<file path="config.mk">
export PLATFORM = sky130hd
export DESIGN_NAME = song_sequencer
export DESIGN_NICKNAME = d
export VERILOG_FILES = /design/src/rtl/song_sequencer.sv
export SDC_FILE = /design/constraint.sdc
export NUM_CORES = 1
export LEC_CHECK = 0
export ABC_CLOCK_PERIOD_IN_PS = 5500
export CAP_MARGIN = 15
export CORE_AREA = 2 2 386 388
export CTS_CLUSTER_DIAMETER = 50
export DETAILED_ROUTE_END_ITERATION = 6
export DIE_AREA = 0 0 388 390
export GPL_TIMING_DRIVEN = 1
export PLACE_DENSITY = 0.4
export SLEW_MARGIN = 0
export SYNTH_ARGS = -nofsm -noshare
export SYNTH_HDL_FRONTEND = slang
export SYNTH_SLANG_ARGS = --single-unit
</file>
<file path="constraint.sdc">
create_clock -name clk_in -period 5.5 [get_ports clk_in]
set_clock_uncertainty 0.1 [all_clocks]
set_input_delay 1.375 -clock clk_in [delete_from_list [all_inputs] [get_ports clk_in]]
set_output_delay 1.375 -clock clk_in [all_outputs]
set_load 0.01 [all_outputs]
</file>
<file path="src/rtl/song_sequencer.sv">
// song_sequencer: steps a song table and emits merged note-on/note-off events on a valid/ready port
module song_sequencer #(
  parameter int NUM_STEPS       = 160,
  parameter int NOTE_W          = 5,
  parameter int CYCLES_PER_STEP = 12_500_000
) (
  input  logic                             clk_in,
  input  logic                             rst_n_in,
  input  logic [NUM_STEPS-1:0][NOTE_W:0]   song_in,
  input  logic [7:0]                       song_len_in,
  input  logic                             start_in,
  input  logic                             stop_in,
  input  logic                             loop_in,
  input  logic                             note_ready_in,
  output logic                             note_valid_out,
  output logic                             note_on_out,
  output logic [NOTE_W-1:0]                note_out,
  output logic [7:0]                       step_out,
  output logic [NOTE_W:0]                  cur_note_out,
  output logic                             busy_out,
  output logic                             done_out
);
  localparam int TW = $clog2(CYCLES_PER_STEP);
  localparam logic [TW-1:0] T_END = TW'(CYCLES_PER_STEP - 1);
  typedef enum logic [2:0] {IDLE, FETCH, EMIT_OFF, EMIT_ON, HOLD, FINAL_OFF} state_t;
  state_t            state_q, state_d;
  logic [7:0]        step_q, step_d, len_q, len_d, len_eff;
  logic [TW-1:0]     timer_q, timer_d;
  logic [NOTE_W:0]   cur_q, cur_d, slot;
  logic [NOTE_W-1:0] note_q, note_d, nxt_q, nxt_d;
  logic              valid_q, valid_d, on_q, on_d, pend_q, pend_d;
  logic              stop_q, stop_d, done_q, done_d;
  logic              stop_eff, acc, fin, nat;
  always_comb begin
    state_d  = state_q;
    step_d   = step_q;
    len_d    = len_q;
    cur_d    = cur_q;
    note_d   = note_q;
    nxt_d    = nxt_q;
    valid_d  = valid_q;
    on_d     = on_q;
    pend_d   = pend_q;
    stop_d   = stop_q;
    done_d   = 1'b0;
    fin      = 1'b0;
    nat      = 1'b0;
    slot     = song_in[step_q];
    len_eff  = song_len_in > 8'(NUM_STEPS) ? 8'(NUM_STEPS) : song_len_in;
    stop_eff = stop_in | stop_q;
    acc      = valid_q & note_ready_in;
    case (state_q)
      IDLE: begin
        stop_d = 1'b0;
        if (start_in && !stop_in) begin
          len_d = len_eff;
          if (len_eff == 8'd0) done_d = 1'b1;
          else begin
            state_d = FETCH;
            step_d  = 8'd0;
          end
        end
      end
      FETCH: begin
        if (stop_eff) begin
          stop_d = 1'b1;
          fin    = 1'b1;
        end else if (slot[NOTE_W] && !cur_q[NOTE_W]) begin
          state_d = EMIT_ON;
          valid_d = 1'b1;
          on_d    = 1'b1;
          note_d  = slot[NOTE_W-1:0];
        end else if (cur_q[NOTE_W] && slot != cur_q) begin
          // a different note (or a rest) releases the held note first
          state_d = EMIT_OFF;
          valid_d = 1'b1;
          on_d    = 1'b0;
          note_d  = cur_q[NOTE_W-1:0];
          pend_d  = slot[NOTE_W];
          nxt_d   = slot[NOTE_W-1:0];
        end else state_d = HOLD;
      end
      EMIT_OFF: begin
        stop_d = stop_eff;
        if (acc) begin
          cur_d = '0;
          if (stop_eff) fin = 1'b1;
          else if (pend_q) begin
            state_d = EMIT_ON;
            on_d    = 1'b1;
            note_d  = nxt_q;
            pend_d  = 1'b0;
          end else begin
            state_d = HOLD;
            valid_d = 1'b0;
          end
        end
      end
      EMIT_ON: begin
        stop_d = stop_eff;
        if (acc) begin
          cur_d   = {1'b1, note_q};
          valid_d = 1'b0;
          if (stop_eff) fin = 1'b1;
          else state_d = HOLD;
        end
      end
      HOLD: begin
        if (stop_eff) begin
          stop_d = 1'b1;
          fin    = 1'b1;
        end else if (timer_q == T_END) begin
          if (step_q < len_q - 8'd1) begin
            state_d = FETCH;
            step_d  = step_q + 8'd1;
          end else if (loop_in) begin
            state_d = FETCH;
            step_d  = 8'd0;
          end else begin
            fin = 1'b1;
            nat = 1'b1;
          end
        end
      end
      FINAL_OFF: begin
        if (acc) begin
          state_d = IDLE;
          cur_d   = '0;
          valid_d = 1'b0;
          done_d  = ~stop_q;
        end
      end
      default: state_d = IDLE;
    endcase
    if (fin) begin
      state_d = cur_d[NOTE_W] ? FINAL_OFF : IDLE;
      valid_d = cur_d[NOTE_W];
      on_d    = 1'b0;
      note_d  = cur_d[NOTE_W-1:0];
      pend_d  = 1'b0;
      done_d  = nat & ~cur_d[NOTE_W];
    end
    timer_d = state_d == FETCH ? '0 : (timer_q == T_END ? timer_q : timer_q + TW'(1));
  end
  always_ff @(posedge clk_in or negedge rst_n_in) begin
    if (!rst_n_in) begin
      state_q <= IDLE;
      step_q  <= '0;
      len_q   <= '0;
      timer_q <= '0;
      cur_q   <= '0;
      note_q  <= '0;
      nxt_q   <= '0;
      valid_q <= 1'b0;
      on_q    <= 1'b0;
      pend_q  <= 1'b0;
      stop_q  <= 1'b0;
      done_q  <= 1'b0;
    end else begin
      state_q <= state_d;
      step_q  <= step_d;
      len_q   <= len_d;
      timer_q <= timer_d;
      cur_q   <= cur_d;
      note_q  <= note_d;
      nxt_q   <= nxt_d;
      valid_q <= valid_d;
      on_q    <= on_d;
      pend_q  <= pend_d;
      stop_q  <= stop_d;
      done_q  <= done_d;
    end
  end
  assign note_valid_out = valid_q;
  assign note_on_out    = on_q;
  assign note_out       = note_q;
  assign step_out       = step_q;
  assign cur_note_out   = cur_q;
  assign busy_out       = state_q != IDLE;
  assign done_out       = done_q;
endmodule

</file>
==> results.yml <==
placed_design:
  numPlacedInstances: 4161
  gp_congestion: 0.917
  dp_hpwl_um: 107000
  numPortBuffers: 996
  pre_cts_slack_ns: 0.0301
synth:
  syn_avg_cell_area_sq_um: 10.2
  synth.ff_latch_count: 64
  yosys_warnings: 0
  synthCells: 1243
  synth_area_sq_mm: 0.0126
  yosysSeqAreaShare_pct: 12.7
  synth_nets: 2228
  synth_area_leaders: "mux4_2 25%, mux2i_1 14%, dfrtp_1 13%, a22oi_1 3.6%, mux4_1 3.5%"
  yosysTopAreaCell: "mux4_2"
  netlist-cell-type-count: 97
  synth_edf_count: 0
  ys_async_sr_fraction_pct: 100
  synth_top_area_share_pct: 25.3
  synthFlopType: "dfrtp_1"
timing:
  fin_crit_ns: 5.10
  timing.slew.headroom_pct: 38.6
  clock.fmax_ghz: 0.196
  fin_crit_sh_pct: 92.7
  postLayoutSetupSlackWorst_ns: 0.403
  hold_violations: 0
  setup_viol: 0
  finalMaxSlewViolations: 0
  tightest_slew_ns: 0.911
  rsz0062_at_grt: "no"
  whs_ns: 0.432
  final.setup.tns_ns: 0
final_layout:
  stdcell_count: 4194
  utilization_pct: 17.3
  final_layout_size_suffix_gt1_share_pct: 14.6
  nets: 3227
  synthToLayoutAreaGrowth_pct: 101
detailed_routing:
  drtPass1Iterations: 5
  drc_errors: 0
  wire_per_inst_um: 28.7
  vias: 15900
  drtAntennaViolNets: 0
  postRouteWirelength_um: 121000
  avgViaCountPerCell: 3.78
  initialDrtViolationCount: 993
global_routing:
  grt_pass1_wl_um: 157000
  first_global_vias: 17300
  antenna_found_initial: 40
  grt_max_degree: 81
  gr-total-overflow: 0
  grtUsageTotal_pct: 15.3
setup_path:
  start_kind: "primary input"
  crit_arrival_ns: 5.27
  cp.required_ns: 5.68
  critPathMaxFanout: 5
  critical_path_class: "primary input to flop"
  cp-end-kind: "flop"
cts:
  cts-hold-fix-buffers: 0
  clock_latency_ns: 0.36
  cts_inserted_buffers: 9
  root_buffer: "clkbuf_16"
  cts_tree: "yes"
  post-cts-setup-buffers: 0
  clock_path_buffers: 2
  ctsResizeCount: 0
  clk_pin_slew_ns: 0.06
  htree_levels: 3
  clock_sinks: 64
power:
  p_sw_share_pct: 45.9
  p_leak_nw: 8.52
  ir_drop_mv: 0.159
  switchingPower_mw: 2.74
  p_int_mw: 3.24
  p_comb_share_pct: 77.5
  power_per_cell_area_mw_per_mm2: 235
  seqPwrFrac_pct: 13.1
  clkPwrFrac_pct: 9.4
floorplanning:
  dieWidth_um: 388
  initial_core_util_pct: 8.58
  die_area_sq_mm: 0.151
  die_y_um: 390
  ioPinCount: 997
  core_area_sq_mm: 0.147
  fp-row-count: 141
job:
  cap_viol_max_count: 0
run_status:
  status: "completed"
worst_hold_path:
  min_path_type: "flop to flop"
metrics by stage:
step	power, mW	instance area, sq um
2_1_floorplan	3.40	12600
3_3_place_gp	5.55	25100
3_5_place_dp	5.55	25100
4_1_cts	6.15	25400
5_1_grt	6.38	25400
6_report	5.98	25400
layout make-up:
cell class,instances,area (sq um)
fill,16500,122000
timing repair buffer,1108,10900
multi-input combinational,1032,10000
tap,1930,2410
sequential,64,1620
clock buffer,12,246
inverter,27,103
antenna,17,42.5
clock inverter,4,30.0
registers in the layout, summed over array words and instances (netlist names):
name            flops
nxt_q               5
note_on_out         1
note_out            5
len_q               8
step_out            8
note_valid_out      1
timer_q            24
done_out            1
pend_q              1
stop_q              1
state_q             3
cur_note_out        6
metal layers:
layer	routed length (um)	vias up	share of wire [%]	track usage, %
met1	47900	7888	40	17.8
met5	34	-	0.028	0
li1	-	7088	-	-
met2	63700	785	53	29.2
met3	6650	87	5.5	2.50
met4	2310	6	1.9	3.13
cells by family (layout without fill, tap and decap cells):
| logic type | Yosys count | count (layout) | synth area share [%] |
|---|---|---|---|
| muxes | 348 | 348 | 44.1 |
| other | 0 | 17 | 0 |
| buffers and inverters | 147 | 1151 | 8.14 |
| and+or+nand+nor | 334 | 334 | 13.3 |
| DFF | 64 | 64 | 12.7 |
| xor gates and xnor gates | 30 | 30 | 2.08 |
| adders and majority gates | 11 | 11 | 1.09 |
| AOI/OAI and AO/OA | 309 | 309 | 18.5 |
power groups by stage:
stage,combinational [mW],sequential [mW],clock [mW]
final,4.63,0.786,0.562
after global routing,4.97,0.810,0.600
after CTS,4.77,0.792,0.580
after detailed placement,4.75,0.800,0
after global placement,4.76,0.798,0
after floorplan,2.75,0.655,0
placed cells by master, fill, tap and decap left out, drive strengths merged, types with 25 or more instances in the layout:
cell	netlist	layout
o22ai	31	31
o21ai	27	27
buf	75	113
clkdlybuf4s50	0	995
mux2i	174	174
nor2	86	86
dfrtp	64	64
mux4	159	159
nand2	84	84
inv	26	25
a21oi	45	45
a22oi	61	61
nand3	36	36
critical path, cell delays in order:
cell             delay (ns)
clkdlybuf4s50_1        0.55
mux2i_1                0.15
o221ai_1               0.31
buf_4                  0.19
o22ai_1                0.07
nor3_1                 0.21
a21oi_1                0.06
mux4_2                 0.53
o22ai_1                0.18
buf_4                  0.17
ha_1                   0.22
o221a_2                0.13
nand2_1                0.12
nor4_4                 0.08
a2111oi_4              0.54
buf_4                  0.21
mux2i_1                0.18
synthesized netlist by cell type, drive strengths merged (22+ instances only):
library cell  instances
a21oi                45
nor2                 86
nand2                84
a22o                 22
nor3                 22
a22oi                61
o221ai               23
mux4                159
o22ai                31
nand3                36
o21ai                27
clkbuf               45
inv                  26
dfrtp                64
mux2i               174
buf                  75
worst paths after layout:
check,from,endpoint,slack (ns),depth (start not counted)
min in group asynchronous,rst_n_in,len_q[1],1.03,1
setup reg to reg,step_out[0],note_out[1],0.44,13
hold / removal,timer_q[23],timer_q[23],0.43,2
hold reg to reg,timer_q[23],timer_q[23],0.43,2
max in group asynchronous,rst_n_in,timer_q[21],3.30,2
setup / recovery,song_in[83],nxt_q[0],0.40,17
(Power assumes the default switching activity.)
